`src/rtl/dmem_mmio.sv`:
```
// rtl/dmem_mmio.sv - data-side memory responder: word RAM, cycle counter/compare, byte TX FIFO
module dmem_mmio #(
   parameter int DEPTH_WORDS = 64,
   parameter int FIFO_DEPTH  = 8
) (
   input  logic        clk,
   input  logic        reset,
   input  logic        memwrite,
   input  logic [31:0] addr,
   input  logic [31:0] writedata,
   output logic [31:0] readdata,
   output logic        misaligned,
   output logic [7:0]  tx_data,
   output logic        tx_valid,
   input  logic        tx_ready,
   output logic        irq
);
   localparam int AW = $clog2(DEPTH_WORDS);
   localparam int PW = $clog2(FIFO_DEPTH);
   localparam logic [31:0] A_CYCLE  = 32'hFFFF_FF00;
   localparam logic [31:0] A_CMP    = 32'hFFFF_FF04;
   localparam logic [31:0] A_STATUS = 32'hFFFF_FF08;
   localparam logic [31:0] A_TXDATA = 32'hFFFF_FF0C;
   localparam logic [PW:0] FULL_CNT = (PW+1)'(FIFO_DEPTH);

   logic          aligned, we;
   logic          ram_sel, cyc_sel, cmp_sel, stat_sel, tx_sel;
   logic [31:0]   ram [DEPTH_WORDS];
   logic [31:0]   cycle, cmp;
   logic          match, overflow;
   logic [7:0]    fifo [FIFO_DEPTH];
   logic [PW-1:0] rd_ptr, wr_ptr;
   logic [PW:0]   count;
   logic          full, empty, pop, push_req, push, match_set;

   assign aligned    = (addr[1:0] == 2'b00);
   assign misaligned = ~aligned;
   assign we         = memwrite & aligned;
   assign ram_sel    = (addr[31:AW+2] == '0);
   assign cyc_sel    = (addr == A_CYCLE);
   assign cmp_sel    = (addr == A_CMP);
   assign stat_sel   = (addr == A_STATUS);
   assign tx_sel     = (addr == A_TXDATA);

   assign full      = (count == FULL_CNT);
   assign empty     = (count == '0);
   assign pop       = ~empty & tx_ready;
   assign push_req  = we & tx_sel;
   // A full FIFO still accepts a byte when the head leaves on the same edge.
   assign push      = push_req & (~full | pop);
   assign match_set = (cycle == cmp) && (cmp != 32'd0);

   assign tx_valid = ~empty;
   assign tx_data  = empty ? 8'h00 : fifo[rd_ptr];
   assign irq      = match;

   always_ff @(posedge clk) begin
      if (!reset && we && ram_sel)
         ram[addr[AW+1:2]] <= writedata;
   end

   always_ff @(posedge clk) begin
      if (!reset && push)
         fifo[wr_ptr] <= writedata[7:0];
   end

   always_ff @(posedge clk or posedge reset) begin
      if (reset) begin
         cycle    <= 32'd0;
         cmp      <= 32'd0;
         match    <= 1'b0;
         overflow <= 1'b0;
         rd_ptr   <= '0;
         wr_ptr   <= '0;
         count    <= '0;
      end else begin
         cycle <= (we && cyc_sel) ? 32'd0 : cycle + 32'd1;
         if (we && cmp_sel)
            cmp <= writedata;
         // Setting takes priority over a write-one-to-clear on the same edge.
         match    <= match_set | (match & ~(we & stat_sel & writedata[2]));
         overflow <= (push_req & ~push) | (overflow & ~(we & stat_sel & writedata[3]));
         if (pop)
            rd_ptr <= rd_ptr + PW'(1);
         if (push)
            wr_ptr <= wr_ptr + PW'(1);
         case ({push, pop})
            2'b10:   count <= count + (PW+1)'(1);
            2'b01:   count <= count - (PW+1)'(1);
            default: count <= count;
         endcase
      end
   end

   always_comb begin
      readdata = 32'd0;
      if (aligned) begin
         if (ram_sel)
            readdata = ram[addr[AW+1:2]];
         else if (cyc_sel)
            readdata = cycle;
         else if (cmp_sel)
            readdata = cmp;
         else if (stat_sel)
            readdata = {28'd0, overflow, match, empty, full};
         else if (tx_sel)
            readdata = {{(31-PW){1'b0}}, count};
      end
   end
endmodule

```
`config.mk`:
```
export PLATFORM = sky130hd
export DESIGN_NAME = dmem_mmio
export DESIGN_NICKNAME = d
export VERILOG_FILES = /design/src/rtl/dmem_mmio.sv
export SDC_FILE = /design/constraint.sdc
export NUM_CORES = 2
export LEC_CHECK = 0
export BUFFER_PORTS_ARGS = -buffer_cell sky130_fd_sc_hd__buf_2
export CORE_MARGIN = 1.5
export CORE_UTILIZATION = 45
export CTS_CLUSTER_SIZE = 25
export DETAILED_ROUTE_END_ITERATION = 10
export MAX_ROUTING_LAYER = met4
export PLACE_DENSITY = 0.63
export SLEW_MARGIN = 20
export SYNTH_ARGS = -nofsm -noshare
export SYNTH_HDL_FRONTEND = slang
export SYNTH_SLANG_ARGS = --single-unit
```
`constraint.sdc`:
```
create_clock -name clk -period 6.7 [get_ports clk]
set_input_delay 1.005 -clock clk [delete_from_list [all_inputs] [get_ports clk]]
set_output_delay 1.005 -clock clk [all_outputs]
set_load 0.005 [all_outputs]
```
# == After elaboration in Yosys (flattened, before gate mapping) ==
# Memory sizes are Yosys's and may differ from the RTL's.
# Cells that the tools add are included.
# totals
ff_bits,76
ram_bits,2112
out_inout_bits,43
elab_cells,66
memories,2
# op_classes
n_addsub,5
eq_ne,8
n_mux,13
bitwise_logic,19
n_reduce_logical,12
# memory_table
memory,words,word_bits,read_ports,rd_ports_with_merged_regs,wr,line,text
ram,64,32,1,0,1,28,logic [31:0] ram [DEPTH_WORDS];
fifo,8,8,1,0,1,31,logic [7:0] fifo [FIFO_DEPTH];
# ops
op,n
two-way mux 32 bit,5
"== test 32 bit, second input constant",4
"adder 32 x 1 -> 32 bit, second input constant",1
== test 32 bit,1
nonzero test 32 bit,1
logical NOT 24 bit,1
AND 1 bit,10
two-way mux 4 bit,2
two-way mux 8 bit,1
case mux 4 bit (2 select lines),1
"adder 3 x 1 -> 3 bit, second input constant",2
logical AND 1 bit,6
NOT 1 bit,6
"adder 4 x 1 -> 4 bit, second input constant",1
"== test 4 bit, second input constant",1
logical NOT 4 bit,1
two-way mux 1 bit,4
"subtractor 4 x 1 -> 4 bit, second input constant",1
bitwise OR 1 bit,3
"== test 2 x 1 -> 1 bit, second input constant",1
"== test 2 bit, second input constant",1
logical NOT 2 bit,1
nonzero test 2 bit,1
logical NOT 1 bit,1

# == Logic depth before layout (Yosys ltp) ==
# depth
word_depth,8
mapped_depth,12

# == Worst setup path after synthesis ==
# Ideal clock, no wire load.
# synth_path
path_kind,input -> register
start,in reset
end,mem ram[29][0] (enable)
arrival_ps,4660
required_time_ps,6279
setup_slack_ps,1619
path_stages,4
cell_sequence,inv_1 and4_1 nand2_1 nor2_1
# synth_between
elab_chain_cells,5
# synth_rtl
element,line,text
from (decl),7,"input logic reset,"
logical NOT 1 bit (no source line),--,
logical AND 1 bit (2 in series),58,if (!reset && we && ram_sel)
two-way mux 1 bit,58,
two-way mux 1 bit (implied by the code),59,ram[addr[AW+1:2]] <= writedata;
to (decl),28,
# No other way between the ends.

# == Final worst setup path ==
# layout_path
start,in addr[5]
end,out readdata[9]
# layout_between
elab_chain_cells,5
# layout_rtl
element,line,text
from (decl),9,"input logic [31:0] addr,"
branches (longest 3 deep; another with memory read (64 x 32 bit)),--,
two-way mux 32 bit *,98,if (ram_sel)
two-way mux 32 bit *,97,if (aligned) begin
to (decl),11,"output logic [31:0] readdata,"
# Mark *: on every way between the ends.

==> run summary <==
Vias in the first global route -> 44.2k
Gp weighted congestion -> 0.951
Cell taking the most area after synthesis -> edfxtp_1
Max Cap Violations -> 0
FMAX -> 0.168 GHz
Multi-input logic area -> 0.0195 mm^2
Startpoint Class -> input pin
Post-Route WL -> 236 mm
Internal power -> 22.5 mW
Critical path arrival -> 4.96 ns
Peak supply drop -> 324 uV
Storage element area -> 0.0653 mm^2
Setup TNS -> 0 ns
TritonCTS sink count -> 2188
Setup violations, final -> 0
Synth top area cells -> edfxtp_1 74%, mux4_2 10%, mux2i_1 3.1%
Nets -> 4593
Largest net degree at the start of global routing -> 81
Setup Buffers After CTS -> 0
First-pass GRT wire length -> 334 mm
Class of the worst hold path -> in2async
Synth Register Bits -> 2188
Data required, critical path -> 5.69 ns
RSZ-0062 raised after global routing -> no
Final Skew -> 0.0336 ns
Min Tclk post-route -> 5.96 ns
Yosys top cell area share -> 74.3%
Reg power frac -> 52.6%
Die W -> 439 um
Core area -> 0.188 mm^2
Tcrit/Tclk final -> 89.0%
Initial Util -> 45.4%
Syn_area_per_cell -> 20.2 um^2
FFs w/ async S/R, synth -> 3.47%
Grt total ovfl -> 0
Post-route cell area -> 0.0976 mm^2
Status -> complete, no violations
Sequential fraction of the synthesis area -> 76.5%
Share of layout cells above drive strength 1 -> 26.3%
TritonCTS Buffers -> 214
Post-CTS resize count -> 0
P&R area growth vs syn -> 14.4%
Initial DRC Count -> 5685
Instance area after placement -> 0.0905 mm^2
Site row count -> 159
NetSw -> 6.16 mW
Yosys cell types -> 63
GRT Util Overall -> 25.3%
Die span in y -> 439 um
Yosys warns -> 0
H-tree Lvls -> 4
Power Total -> 28.7 mW
Clk root buf -> clkbuf_16
Synth top cells by count -> 2112 x edfxtp_1, 388 x mux4_2, 265 x mux2i_1
Dpl hpwl -> 142 mm
Skew-Pair Late Insertion Delay -> 0.85 ns
Clock slew at reported path FFs -> 0.06 ns
FILL cells -> 14.9k
Hold-fix buffers at CTS -> 0
Clock power share -> 42.1%
Post-route DRC violation count -> 0
Die ar. -> 0.192 mm^2
Final Hold Viols -> 0
Remaining antenna violation count after routing -> 0
Worst Max-Slew Pin Slew -> 1.14 ns
Synth Flop Type -> edfxtp_1
Max_slew headroom -> 23.6%
Max Transition Viols Final -> 0
Port bufs -> 110
PD cells -> 294 mW/mm^2
CTS tree -> built
DR pass1 iterations -> 7
Antenna violations before repair -> 19
Synth Net Count -> 4290
Top Ports -> 111
Count leader, synth -> edfxtp_1
Crit Path Max Fanout -> 15
Worst-case clock buffer depth -> 3
Post-synth EDFFs -> 2112
Routed via count -> 44.9k
Leakage -> 31.5 nW
Cells after Synth -> 4218
Sw Share -> 21.5%
Vias per std cell -> 6.23
Comb pwr share -> 5.2%
Setup crit end kind -> primary output
Average wire per standard cell -> 32.8 um
Crit path kind -> in2out
Post-Syn Area -> 0.0854 mm^2
## sequential cells by signal, indices dropped and copies added (netlist names)
register and cells:
ram 2048, fifo 64, cmp 32, cycle 32
count 4, rd_ptr 3, wr_ptr 3, irq 1
overflow 1
## power by group through the flow
stage / combinational [mW] / sequential [mW] / clock [mW]
after CTS: 1.50 / 15.1 / 12.2
after global placement: 1.47 / 15.4 / 0
final: 1.50 / 15.1 / 12.1
after floorplan: 0.875 / 15.3 / 0
after detailed placement: 1.50 / 15.4 / 0
after global routing: 1.59 / 15.1 / 12.7
## layer usage
| layer | wire, um | vias to the layer above | global-route usage (%) |
|---|---|---|---|
| met5 | 0 | - | - |
| met4 | 9720 | 0 | 9.45 |
| met3 | 20800 | 471 | 5.01 |
| met2 | 112000 | 2231 | 38.4 |
| met1 | 94300 | 24000 | 33.9 |
| li1 | - | 18200 | - |
## path summary, 6_finish.rpt
check / from / end / slack [ns] / cells after the start
max in group asynchronous: reset / cmp[21] / 5.31 / 3
max: addr[5] / readdata[9] / 0.74 / 9
max reg2reg: count[1] / fifo[1][5] / 3.92 / 5
min in group clk: wr_ptr[1] / wr_ptr[1] / 0.57 / 1
min: reset / cmp[23] / 0.23 / 2
min reg2reg: wr_ptr[1] / wr_ptr[1] / 0.57 / 1
## cell usage in the layout (no fill, tap or decap), types with 23 or more instances in the layout
cell,Yosys,routed
o22ai_1,59,59
clkinv_2,0,40
dfrtp_1,76,75
bufinv_16,0,25
a211oi_1,27,27
mux2_2,98,98
nand2_1,92,92
nand4_1,24,24
edfxtp_1,2112,2112
nor4_1,48,45
clkbuf_1,114,41
buf_4,2,210
o21ai_0,58,58
buf_12,0,23
clkbuf_16,0,217
a22o_1,55,55
a22oi_1,102,102
xor2_1,41,41
nor2_4,0,66
nor2_1,158,89
a2111oi_0,39,31
nor3_1,50,49
buf_2,91,96
nand3_1,40,40
mux4_2,388,388
a21oi_1,49,49
mux2i_1,265,265
clkinv_1,1,38
a221oi_1,42,42
xnor2_1,28,28
## cells by family (layout without fill, tap and decap cells)
group,after synthesis,after routing,synth area share [%]
AO/OA/AOI/OAI,450,450,3.79
XOR/XNOR,69,69,0.708
buffers and inverters,255,728,1.31
multiplexers,765,765,14.8
other,0,15,0
flip-flops,2188,2188,76.5
adder cells (fa/ha/maj),4,4,0.0586
AND/OR/NAND/NOR,487,487,2.79
## through the flow
stage               cells  utilization [%]  hold WS [ns]  setup slack, ns
floorplan            4218                -         0.464             1.62
global placement     6799             48.1         0.537            0.391
detailed placement   6800             48.1         0.545            0.869
CTS                  7186             51.8         0.177            0.861
global route         7194             51.9         0.215            0.756
finish               7201             51.9         0.233            0.740
## critical path, stage by stage
cell and delay, ns:
buf_4 0.12, or3_1 0.39, or4_1 0.52, or2_1 0.55, nor3_4 0.71, buf_4 0.35
a221oi_1 0.12, nor4_1 0.90, buf_2 0.26
## layout make-up
type | count | share of cell area (%)
antenna | 15 | 0.0384
clock buffer | 262 | 5.78
multi-input combinational | 1775 | 20.0
sequential | 2188 | 66.9
clock inverter | 124 | 1.42
timing repair buffer | 332 | 2.62
inverter | 10 | 0.0397
tap | 2495 | 3.20
(Power assumes the default switching activity.)
